[config.mk]
export PLATFORM = sky130hd
export DESIGN_NAME = sevenseg_scan_ctrl
export DESIGN_NICKNAME = d
export VERILOG_FILES = /design/src/rtl/sevenseg_pkg.sv /design/src/rtl/sevenseg_hex_dec.sv /design/src/rtl/sevenseg_scan_ctrl.sv
export SDC_FILE = /design/constraint.sdc
export NUM_CORES = 1
export LEC_CHECK = 0
export CELL_PAD_IN_SITES_DETAIL_PLACEMENT = 2
export CELL_PAD_IN_SITES_GLOBAL_PLACEMENT = 2
export CORE_AREA = 2 2 102 85
export DETAILED_ROUTE_END_ITERATION = 12
export DIE_AREA = 0 0 104 87
export PLACE_DENSITY_LB_ADDON = 0.1
export SYNTH_ARGS = -nofsm -noshare
export SYNTH_HDL_FRONTEND = slang
export SYNTH_HIERARCHICAL = 1
export SYNTH_SLANG_ARGS = --single-unit
[constraint.sdc]
create_clock -name clk -period 2.8 [get_ports clk]
set_input_delay 0.42 -clock clk [delete_from_list [all_inputs] [get_ports clk]]
set_output_delay 0.42 -clock clk [all_outputs]
set_load 0.05 [all_outputs]
[src/rtl/sevenseg_pkg.sv]
// sevenseg_pkg
//   Shared definitions for the seven-segment scan controller:
//   digit count, segment bus type, the all-off pattern and the hex-to-segment table.
//   Segment bus layout: [7:1] = a..g, [0] = dp, all active low (1 = off).
package sevenseg_pkg;

  localparam int NUM_DIGITS = 3;

  typedef logic [7:0] seg_t;

  localparam seg_t SEG_BLANK = 8'hFF;

  // a..g patterns for hex digits 0..F, active low (0 = segment on).
  localparam logic [6:0] HEX_SEG [16] = '{
    7'b0000001,  // 0
    7'b1001111,  // 1
    7'b0010010,  // 2
    7'b0000110,  // 3
    7'b1001100,  // 4
    7'b0100100,  // 5
    7'b0100000,  // 6
    7'b0001111,  // 7
    7'b0000000,  // 8
    7'b0000100,  // 9
    7'b0001000,  // A
    7'b1100000,  // b
    7'b0110001,  // C
    7'b1000010,  // d
    7'b0110000,  // E
    7'b0111000   // F
  };

endpackage

[src/rtl/sevenseg_hex_dec.sv]
// sevenseg_hex_dec
//   Combinational hex nibble + decimal point to active-low segment pattern.
//   Ports:
//     nibble  in  4  hex digit value
//     dp      in  1  decimal point, 1 = lit
//     seg     out 8  [7:1] = a..g, [0] = dp, active low
module sevenseg_hex_dec
  import sevenseg_pkg::*;
(
  input  logic [3:0] nibble,
  input  logic       dp,
  output seg_t       seg
);

  assign seg = {HEX_SEG[nibble], ~dp};

endmodule

[src/rtl/sevenseg_scan_ctrl.sv]
// sevenseg_scan_ctrl
//   Time-multiplexed scan controller for a 3-digit common-anode seven-segment display.
//   Holds a 3-nibble hex value plus 3 decimal points, cycles the active-low digit
//   enables with a blanking gap at the start of each dwell, and drives the matching
//   active-low segment pattern. New values commit only at a frame boundary so the
//   display never tears.
//   Ports:
//     clk        in   1   system clock, rising edge
//     rst_n      in   1   asynchronous active-low reset
//     scan_en    in   1   1 = scanning, 0 = display blanked
//     wr_valid   in   1   new display value offered
//     wr_ready   out  1   a value can be accepted (nothing pending)
//     wr_data    in   12  [3:0] digit0 (rightmost), [7:4] digit1, [11:8] digit2
//     wr_dp      in   3   decimal point per digit, 1 = lit
//     seg        out  8   [7:1] = a..g, [0] = dp, active low
//     seg_en     out  3   digit enables, active low (bit k = 0 selects digit k)
//     frame_tick out  1   pulse on the last cycle of the digit-2 dwell
//   Build option: define SEVSEG_LZB_EN for leading-zero blanking of digits 2 and 1.
module sevenseg_scan_ctrl
  import sevenseg_pkg::*;
#(
  parameter int SCAN_DIV  = 50000,
  parameter int BLANK_CYC = 500,
  parameter int DIV_W     = 16
) (
  input  logic                      clk,
  input  logic                      rst_n,
  input  logic                      scan_en,
  input  logic                      wr_valid,
  output logic                      wr_ready,
  input  logic [4*NUM_DIGITS-1:0]   wr_data,
  input  logic [NUM_DIGITS-1:0]     wr_dp,
  output seg_t                      seg,
  output logic [NUM_DIGITS-1:0]     seg_en,
  output logic                      frame_tick
);

  localparam logic [DIV_W-1:0] CNT_LAST  = DIV_W'(SCAN_DIV - 1);
  localparam logic [DIV_W-1:0] CNT_BLANK = DIV_W'(BLANK_CYC);

  logic [DIV_W-1:0]          cnt;
  logic [1:0]                idx;
  logic [4*NUM_DIGITS-1:0]   pend_data;
  logic [NUM_DIGITS-1:0]     pend_dp;
  logic                      pend_v;
  logic [4*NUM_DIGITS-1:0]   act_data;
  logic [NUM_DIGITS-1:0]     act_dp;

  logic       cnt_wrap;
  logic       boundary;
  logic       accept;
  logic       commit;
  logic [3:0] cur_nib;
  logic       cur_dp;
  seg_t       dec_seg;
  seg_t       lit_seg;

  assign cnt_wrap   = (cnt == CNT_LAST);
  assign boundary   = scan_en && cnt_wrap && (idx == 2'd2);
  assign frame_tick = boundary;

  // Handshake: a value transfers on any cycle with wr_valid && wr_ready. wr_ready is
  // simply "pending slot empty", so it drops the cycle after an accept and rises the
  // cycle after the pending value moves to the active register. Accept and commit are
  // mutually exclusive because one needs the slot empty and the other needs it full.
  assign wr_ready = ~pend_v;
  assign accept   = wr_valid && !pend_v;
  // With scanning stopped nothing is on screen, so a pending value may commit at once.
  assign commit   = pend_v && (boundary || !scan_en);

  // Prescaler and digit index
  always_ff @(posedge clk or negedge rst_n) begin
    if (!rst_n) begin
      cnt <= '0;
      idx <= 2'd0;
    end else if (!scan_en) begin
      cnt <= '0;
      idx <= 2'd0;
    end else if (cnt_wrap) begin
      cnt <= '0;
      idx <= (idx == 2'd2) ? 2'd0 : idx + 2'd1;
    end else begin
      cnt <= cnt + DIV_W'(1);
    end
  end

  // Pending / active value registers
  always_ff @(posedge clk or negedge rst_n) begin
    if (!rst_n) begin
      pend_data <= '0;
      pend_dp   <= '0;
      pend_v    <= 1'b0;
      act_data  <= '0;
      act_dp    <= '0;
    end else if (accept) begin
      pend_data <= wr_data;
      pend_dp   <= wr_dp;
      pend_v    <= 1'b1;
    end else if (commit) begin
      act_data  <= pend_data;
      act_dp    <= pend_dp;
      pend_v    <= 1'b0;
    end
  end

  // Select the nibble and decimal point of the digit being scanned
  always_comb begin
    cur_nib = act_data[3:0];
    cur_dp  = act_dp[0];
    case (idx)
      2'd1: begin
        cur_nib = act_data[7:4];
        cur_dp  = act_dp[1];
      end
      2'd2: begin
        cur_nib = act_data[11:8];
        cur_dp  = act_dp[2];
      end
      default: ;
    endcase
  end

  sevenseg_hex_dec u_dec (
    .nibble (cur_nib),
    .dp     (cur_dp),
    .seg    (dec_seg)
  );

`ifdef SEVSEG_LZB_EN
  // A leading zero keeps its enable and dwell but lights no a..g segments; dp still shows.
  logic lz_blank;
  assign lz_blank = ((idx == 2'd2) && (act_data[11:8] == 4'd0)) ||
                    ((idx == 2'd1) && (act_data[11:4] == 8'd0));
  assign lit_seg  = lz_blank ? {7'b1111111, dec_seg[0]} : dec_seg;
`else
  assign lit_seg  = dec_seg;
`endif

  // Registered pin drivers: they show the cnt/idx of the previous cycle.
  always_ff @(posedge clk or negedge rst_n) begin
    if (!rst_n) begin
      seg    <= SEG_BLANK;
      seg_en <= '1;
    end else if (!scan_en || (cnt < CNT_BLANK)) begin
      seg    <= SEG_BLANK;
      seg_en <= '1;
    end else begin
      seg    <= lit_seg;
      seg_en <= ~(3'b001 << idx);
    end
  end

endmodule

# Word-level counts from Yosys, hierarchy flattened
# Memory sizes are Yosys's and may differ from the RTL's.
# Index checks and enable logic that the tools add are counted.
# word_totals
input_bits	19
memories	1
wordCells	47
out_inout_bits	13
regBits	60
mem_bits_ro	112
# memory_table
name	depth	word_bits	rd	rd_clocked_by_memory_dff	write_ports	line	source
(no name shown)	16	7	1	0	0	sevenseg_hex_dec.sv:15	assign seg = {HEX_SEG[nibble], ~dp};
# classes
magnitude_cmp	2
shifts	1
n_reduce_logical	10
bitwise_logic	5
eq_ne	4
mux	13
addsub	2
# ops
op	count
16-bit 2-to-1 mux	2
16-bit by 1-bit adder with 16-bit output (second input constant)	1
16-bit equality test (second input constant)	1
16-bit by 9-bit less-than comparator with 1-bit output (second input constant)	1
7-bit 2-to-1 mux	2
8-bit 2-to-1 mux	1
4-bit one-hot mux with 2 select lines	1
2-bit 2-to-1 mux	3
5-bit >= comparator (second input constant)	1
4-bit inverter with 5-bit output	1
1-bit logical AND	4
3-bit 2-to-1 mux	1
1-bit inverter	3
3-bit inverter	1
1-bit by 2-bit left shift with 3-bit output (first input constant)	1
2-bit by 1-bit adder with 2-bit output (second input constant)	1
2-bit by 1-bit equality test with 1-bit output (second input constant)	1
2-bit equality test (second input constant)	1
1-bit zero test	2
1-bit logical OR	2
1-bit 2-to-1 mux	2
2-bit by 1-bit inequality test with 1-bit output (second input constant)	1
1-bit one-hot mux with 2 select lines	1
2-bit AND reduction	1
2-bit nonzero test	1

# Depth between registers and ports, before layout
# logic_depth
ltp_word	7
mapped_depth	11

# Hierarchy
# Netlist, hierarchy kept.
# modules_own_cells
module	n_inst	seq_area_each_um2	cells_each	area_each_um2
sevenseg_scan_ctrl	1	1515.2	214	2630.0
sevenseg_hex_dec	1	0.0	32	257.7

# Least setup slack after synthesis
# Ideal clock, no wire load.
# synth_path
path_type	register to register
startpoint	register idx[0]
endpoint	register seg[4]
arrival_ps	2372
t_required_ps	2712
path_slack_ps	340
stages_incl_launch_ff	11
period_less_slack_ps	2460
cell_sequence	dfrtp_1 inv_1 ha_1 clkbuf_1 nor2_1 a21oi_1 inv_1 ha_1 inv_1 mux4_2 nand2b_1
# synth_via
elab_chain_len	7
word_cells_on_any_way	8
# synth_rtl
item	line	source
start: declaration	sevenseg_scan_ctrl.sv:42	logic [1:0] idx;
start signal: assignment	sevenseg_scan_ctrl.sv:81	idx <= (idx == 2'd2) ? 2'd0 : idx + 2'd1;
2-bit equality test or 2-bit by 1-bit equality test with 1-bit output (tied branches)	sevenseg_scan_ctrl.sv:110	case (idx)
4-bit one-hot mux with 2 select lines (*)	sevenseg_scan_ctrl.sv:110	
via cur_nib[0]	sevenseg_scan_ctrl.sv:53	logic [3:0] cur_nib;
4-bit inverter with 5-bit output (implied by the code) (*)	sevenseg_hex_dec.sv:15	
memory read 16 x 7 bit (*)	n/a	
7-bit 2-to-1 mux (implied by the code) (*) (2 in series)	sevenseg_hex_dec.sv:15	
via dec_seg[4]	sevenseg_scan_ctrl.sv:55	seg_t dec_seg;
8-bit 2-to-1 mux (*)	sevenseg_scan_ctrl.sv:144	end else if (!scan_en || (cnt < CNT_BLANK)) begin
end signal: assignment	sevenseg_scan_ctrl.sv:148	seg <= lit_seg;
end: declaration	sevenseg_scan_ctrl.sv:33	output seg_t seg,
# Mark *: on every way through the listed nets, which the timed path passes. The rest lies on a longest branch. The select of a mux whose other input is x is not followed.
# A chain may end at the register's enable or synchronous reset.

# Worst setup path after layout
# Ends and elaborated chain as after synthesis.

==> results <==
- For this run, design rule violations remaining after detail routing come to 0.
- TritonCTS built the clock tree.
- The number of buffers inserted during clock tree synthesis is 9.
- The run finished with clean final reports.
- The count of filler cells inserted in the layout is ~870.
- The placed wire-length estimate after detailed placement is around 4400 um.
- Setup violations remaining at the end of the flow were counted as 0.
- The post-placement setup slack is between 0.15 and 0.2 ns.
- The first global-routing pass estimated around 11000 um of wire.
- Adding up every negative setup slack in the final design gives 0 ns.
- The depth of the CTS H-tree is 3.
- Compared with the post-synthesis result, the final layout area differs by 23.01%.
- The initial utilization of the core area, before any placement, comes to approximately 36%.
- The cell sitting at the root of the clock tree is a sky130_fd_sc_hd__clkbuf_8.
- The worst path setup slack after routing is approximately 0.29 ns.
- The maximum root-to-sink buffer count is 2.
- Dividing the final minimum period by the clock period gives between 80% and 90%.
- The clock net in this run drives a total of 60 sinks.
- The global route total overflow is 0.
- The routed design has between 6000 and 7000 um of wire.
- STA classifies the critical path endpoint as a flop.
- 32 I/O pins were placed.
- The clock-pin slew on the worst setup and hold paths is approximately 0.07 ns.
- The core region is ~8100 um^2.
- The total placed instance area is ~3300 um^2.
- The required time of the critical path is between 3 and 4 ns.
- The count of endpoints failing hold in the final timing report came to 0.
- The mean routed wirelength per cell is between 15 and 20 um.
- The via count of the routed design is 1926.
- Routability-driven placement finished with a final weighted congestion of approximately 0.74.
- Entering global routing, the biggest net connects 61 pins.
- The net count after synthesis is between 200 and 300.
- After synthesis, the share of flip-flops with an asynchronous set or reset is between 90% and 100%.
- The repair_antennas step left the layout with diodes totalling 0.
- Before antenna repair, the detailed router went through 4 iterations.
- The max capacitance violation total is 0.
- During synthesis, Yosys emitted a total of 6 warnings.
- The number of antenna violations at the first check in global routing is 0.
- The overall routing resource usage is about 16%.
- For this run, the post-layout net count is a little over 300.
- The die covers 9048 um^2.
- The highest fanout seen on the critical path is 10.
- The number of synthesized register bits is 60.
- The vertical die dimension is just under 90 um.
- The synthesized area divided by synthesized cell count is 11.74 um^2.
- The cell row count is 30.
- In this run the static leakage power is 1.458 nW.
- The die extent in x is about 100 um.
- Between clock sinks in the finished design, the worst skew comes to around 0.008 ns.
- The peak ir drop on the vdd network is between 0.0003 and 0.0004 V.
- The max-slew violation total from the final report is 0.
- The detailed router finished its first iteration with between 50 and 60 violations.
- The netlist area before placement is roughly 2900 um^2.
- The post-synthesis instance total is around 250.
- For the finished layout, the period the worst path requires is 2.512 ns.
- The worst path arrival time is roughly 2.8 ns.
- Based on the critical path, the design can be clocked at up to 398.1 MHz.
- The leading register cell type out of synthesis is sky130_fd_sc_hd__dfrtp_1.
- The share of layout cells above drive strength 1 is between 20% and 30%.
- The category of the critical setup timing path is flop to flop.
- The worst setup path is launched from a flop.
- The sequential element share of the synthesized area is a little over half.
- The via density per instance is a little under 5.
- Input and output buffers added on the ports amount to 31.
- For this design the ratio of total power to cell area is 721.8 nW/um^2.
- The number of enable-type register cells in the synthesized netlist is 0.
- Summing all non-filler instances in the final layout gives an area of ~3600 um^2.
- For the pin with the worst max-slew slack, the measured transition is about 1.1 ns.
- The relative slew slack is between 20% and 30%.
- In this run the remaining antenna-violating nets after routing total 0.
- Setup repair after global routing left no endpoint under its margin.
- The number of library cell types mapped by synthesis is 38.
- The clock reaches the later pin of the worst-skew pair after 0.33 ns.
- Hold repair after CTS inserted 0 buffers.
- The via count of the first global-routing pass is ~2100.
- The worst min-delay path category is primary input to async pin.
layout make-up:
type | count | area (um^2) | area share, %
Multi-Input combinational cell | 164 | 1285 | 36.17
Clock buffer | 10 | 137.6 | 3.875
Clock inverter | 6 | 87.58 | 2.466
Timing Repair Buffer | 35 | 345.3 | 9.722
Inverter | 11 | 41.29 | 1.162
Sequential cell | 60 | 1515 | 42.66
Tap cell | 112 | 140.1 | 3.945
synthesized netlist by cell type, types with 3 or more instances:
library cell               instances  area share [%]
sky130_fd_sc_hd__nand4_1           5             1.1
sky130_fd_sc_hd__nand3_1           5            0.87
sky130_fd_sc_hd__dfstp_2          11              10
sky130_fd_sc_hd__o21ai_0           6             1.0
sky130_fd_sc_hd__buf_2             4            0.69
sky130_fd_sc_hd__clkbuf_1          6            0.78
sky130_fd_sc_hd__xor2_1            4             1.2
sky130_fd_sc_hd__nor3_1            6             1.0
sky130_fd_sc_hd__mux2_2           30              12
sky130_fd_sc_hd__dfrtp_1          49              42
sky130_fd_sc_hd__xnor2_1          10             3.0
sky130_fd_sc_hd__a21oi_1           5            0.87
sky130_fd_sc_hd__mux2i_1           7             2.4
sky130_fd_sc_hd__inv_1            10             1.3
sky130_fd_sc_hd__nor2b_1           3            0.65
sky130_fd_sc_hd__a22oi_1           5             1.3
sky130_fd_sc_hd__nand2b_1         11             2.4
sky130_fd_sc_hd__nor4_1            4            0.87
sky130_fd_sc_hd__nand2_1          10             1.3
sky130_fd_sc_hd__nor2_1           23             3.0
sky130_fd_sc_hd__ha_1             11             4.8
stage by stage:
| stage | power, mW | cells | hold slack, ns | util (%) |
|---|---|---|---|---|
| final | 2.564 | 398 | 0.08684 | 43.81 |
| after global routing | 2.743 | 398 | 0.09744 | 43.81 |
| after CTS | 2.609 | 398 | 0.09279 | 43.72 |
| after detailed placement | 1.702 | 382 | 0.4544 | 40.94 |
| after global placement | 1.691 | 382 | 0.4574 | 40.94 |
| after floorplan | 1.520 | 246 | 0.1244 | - |
power by group:
| part | internal [mW] | switching [mW] |
|---|---|---|
| Sequential | 1.02 | 0.0894 |
| Clock | 0.525 | 0.353 |
| Combinational | 0.308 | 0.274 |
| Total | 1.85 | 0.716 |
path summary, 6_finish.rpt:
check | start | endpoint | slack, ns | depth (start not counted)
setup / recovery | idx[0]$_DFFE_PN0P_ | seg[4]$_DFF_PN1_ | 0.29 | 9
max in group asynchronous | rst_n | seg[4]$_DFF_PN1_ | 2.42 | 2
min in group clk | pend_data[10]$_DFFE_PN0P_ | act_data[10]$_DFFE_PN0P_ | 0.50 | 1
setup reg to reg | idx[0]$_DFFE_PN0P_ | seg[4]$_DFF_PN1_ | 0.29 | 9
hold reg to reg | pend_data[10]$_DFFE_PN0P_ | act_data[10]$_DFFE_PN0P_ | 0.50 | 1
hold / removal | rst_n | cnt[5]$_DFF_PN0_ | 0.09 | 2
registers in the layout (all words and copies together) (netlist names):
name       cells
cnt           16
act_data      12
pend_data     12
seg            8
act_dp         3
pend_dp        3
seg_en         3
idx            2
pend_v         1
layout by cell type, fill, tap and decap left out, types with 5 or more instances in the layout:
| cell type | n |
|---|---|
| sky130_fd_sc_hd__nand2b_1 | 11 |
| sky130_fd_sc_hd__clkdlybuf4s50_1 | 29 |
| sky130_fd_sc_hd__a22oi_1 | 5 |
| sky130_fd_sc_hd__xnor2_1 | 10 |
| sky130_fd_sc_hd__nand3_1 | 5 |
| sky130_fd_sc_hd__nand4_1 | 5 |
| sky130_fd_sc_hd__mux2i_1 | 7 |
| sky130_fd_sc_hd__nor3_1 | 6 |
| sky130_fd_sc_hd__o21ai_0 | 6 |
| sky130_fd_sc_hd__dfrtp_1 | 49 |
| sky130_fd_sc_hd__ha_1 | 11 |
| sky130_fd_sc_hd__clkbuf_8 | 10 |
| sky130_fd_sc_hd__nor2_1 | 23 |
| sky130_fd_sc_hd__dfstp_2 | 11 |
| sky130_fd_sc_hd__mux2_2 | 30 |
| sky130_fd_sc_hd__inv_1 | 10 |
| sky130_fd_sc_hd__nand2_1 | 10 |
metal layers:
layer / vias up / track usage [%] / wire length (um)
li1: 922 / - / -
met1: 970 / 22.49 / 3249
met2: 30 / 23.80 / 2722
met3: 4 / 3.815 / 201
met4: 0 / 5.160 / 44
met5: - / 0 / 0
critical path, stage by stage, from the launching register on:
cell and delay [ns]:
sky130_fd_sc_hd__dfrtp_1 0.37, sky130_fd_sc_hd__inv_1 0.07, sky130_fd_sc_hd__ha_1 0.48, sky130_fd_sc_hd__nor2_1 0.10
sky130_fd_sc_hd__a21oi_2 0.26, sky130_fd_sc_hd__inv_1 0.19, sky130_fd_sc_hd__ha_1 0.33, sky130_fd_sc_hd__inv_1 0.04
sky130_fd_sc_hd__mux4_2 0.43, sky130_fd_sc_hd__nand2b_1 0.15
kinds of logic (layout without fill, tap and decap cells):
group,after synthesis,count (layout),synth area share (%)
and+or+nand+nor,80,80,15.04
DFF,60,60,52.47
muxes,38,38,14.90
buffers and inverters,22,62,3.293
AOI/OAI and AO/OA,21,21,5.286
xor gates and xnor gates,14,14,4.246
adders and majority gates,11,11,4.766
timing repair:
item                       4_1_cts  5_1_grt
resized for setup                0        2
buffers inserted                 0        0
hold endpoints to repair         0        0
setup endpoints to repair        0        3
Note: power is estimated with default switching activity, not from simulation.
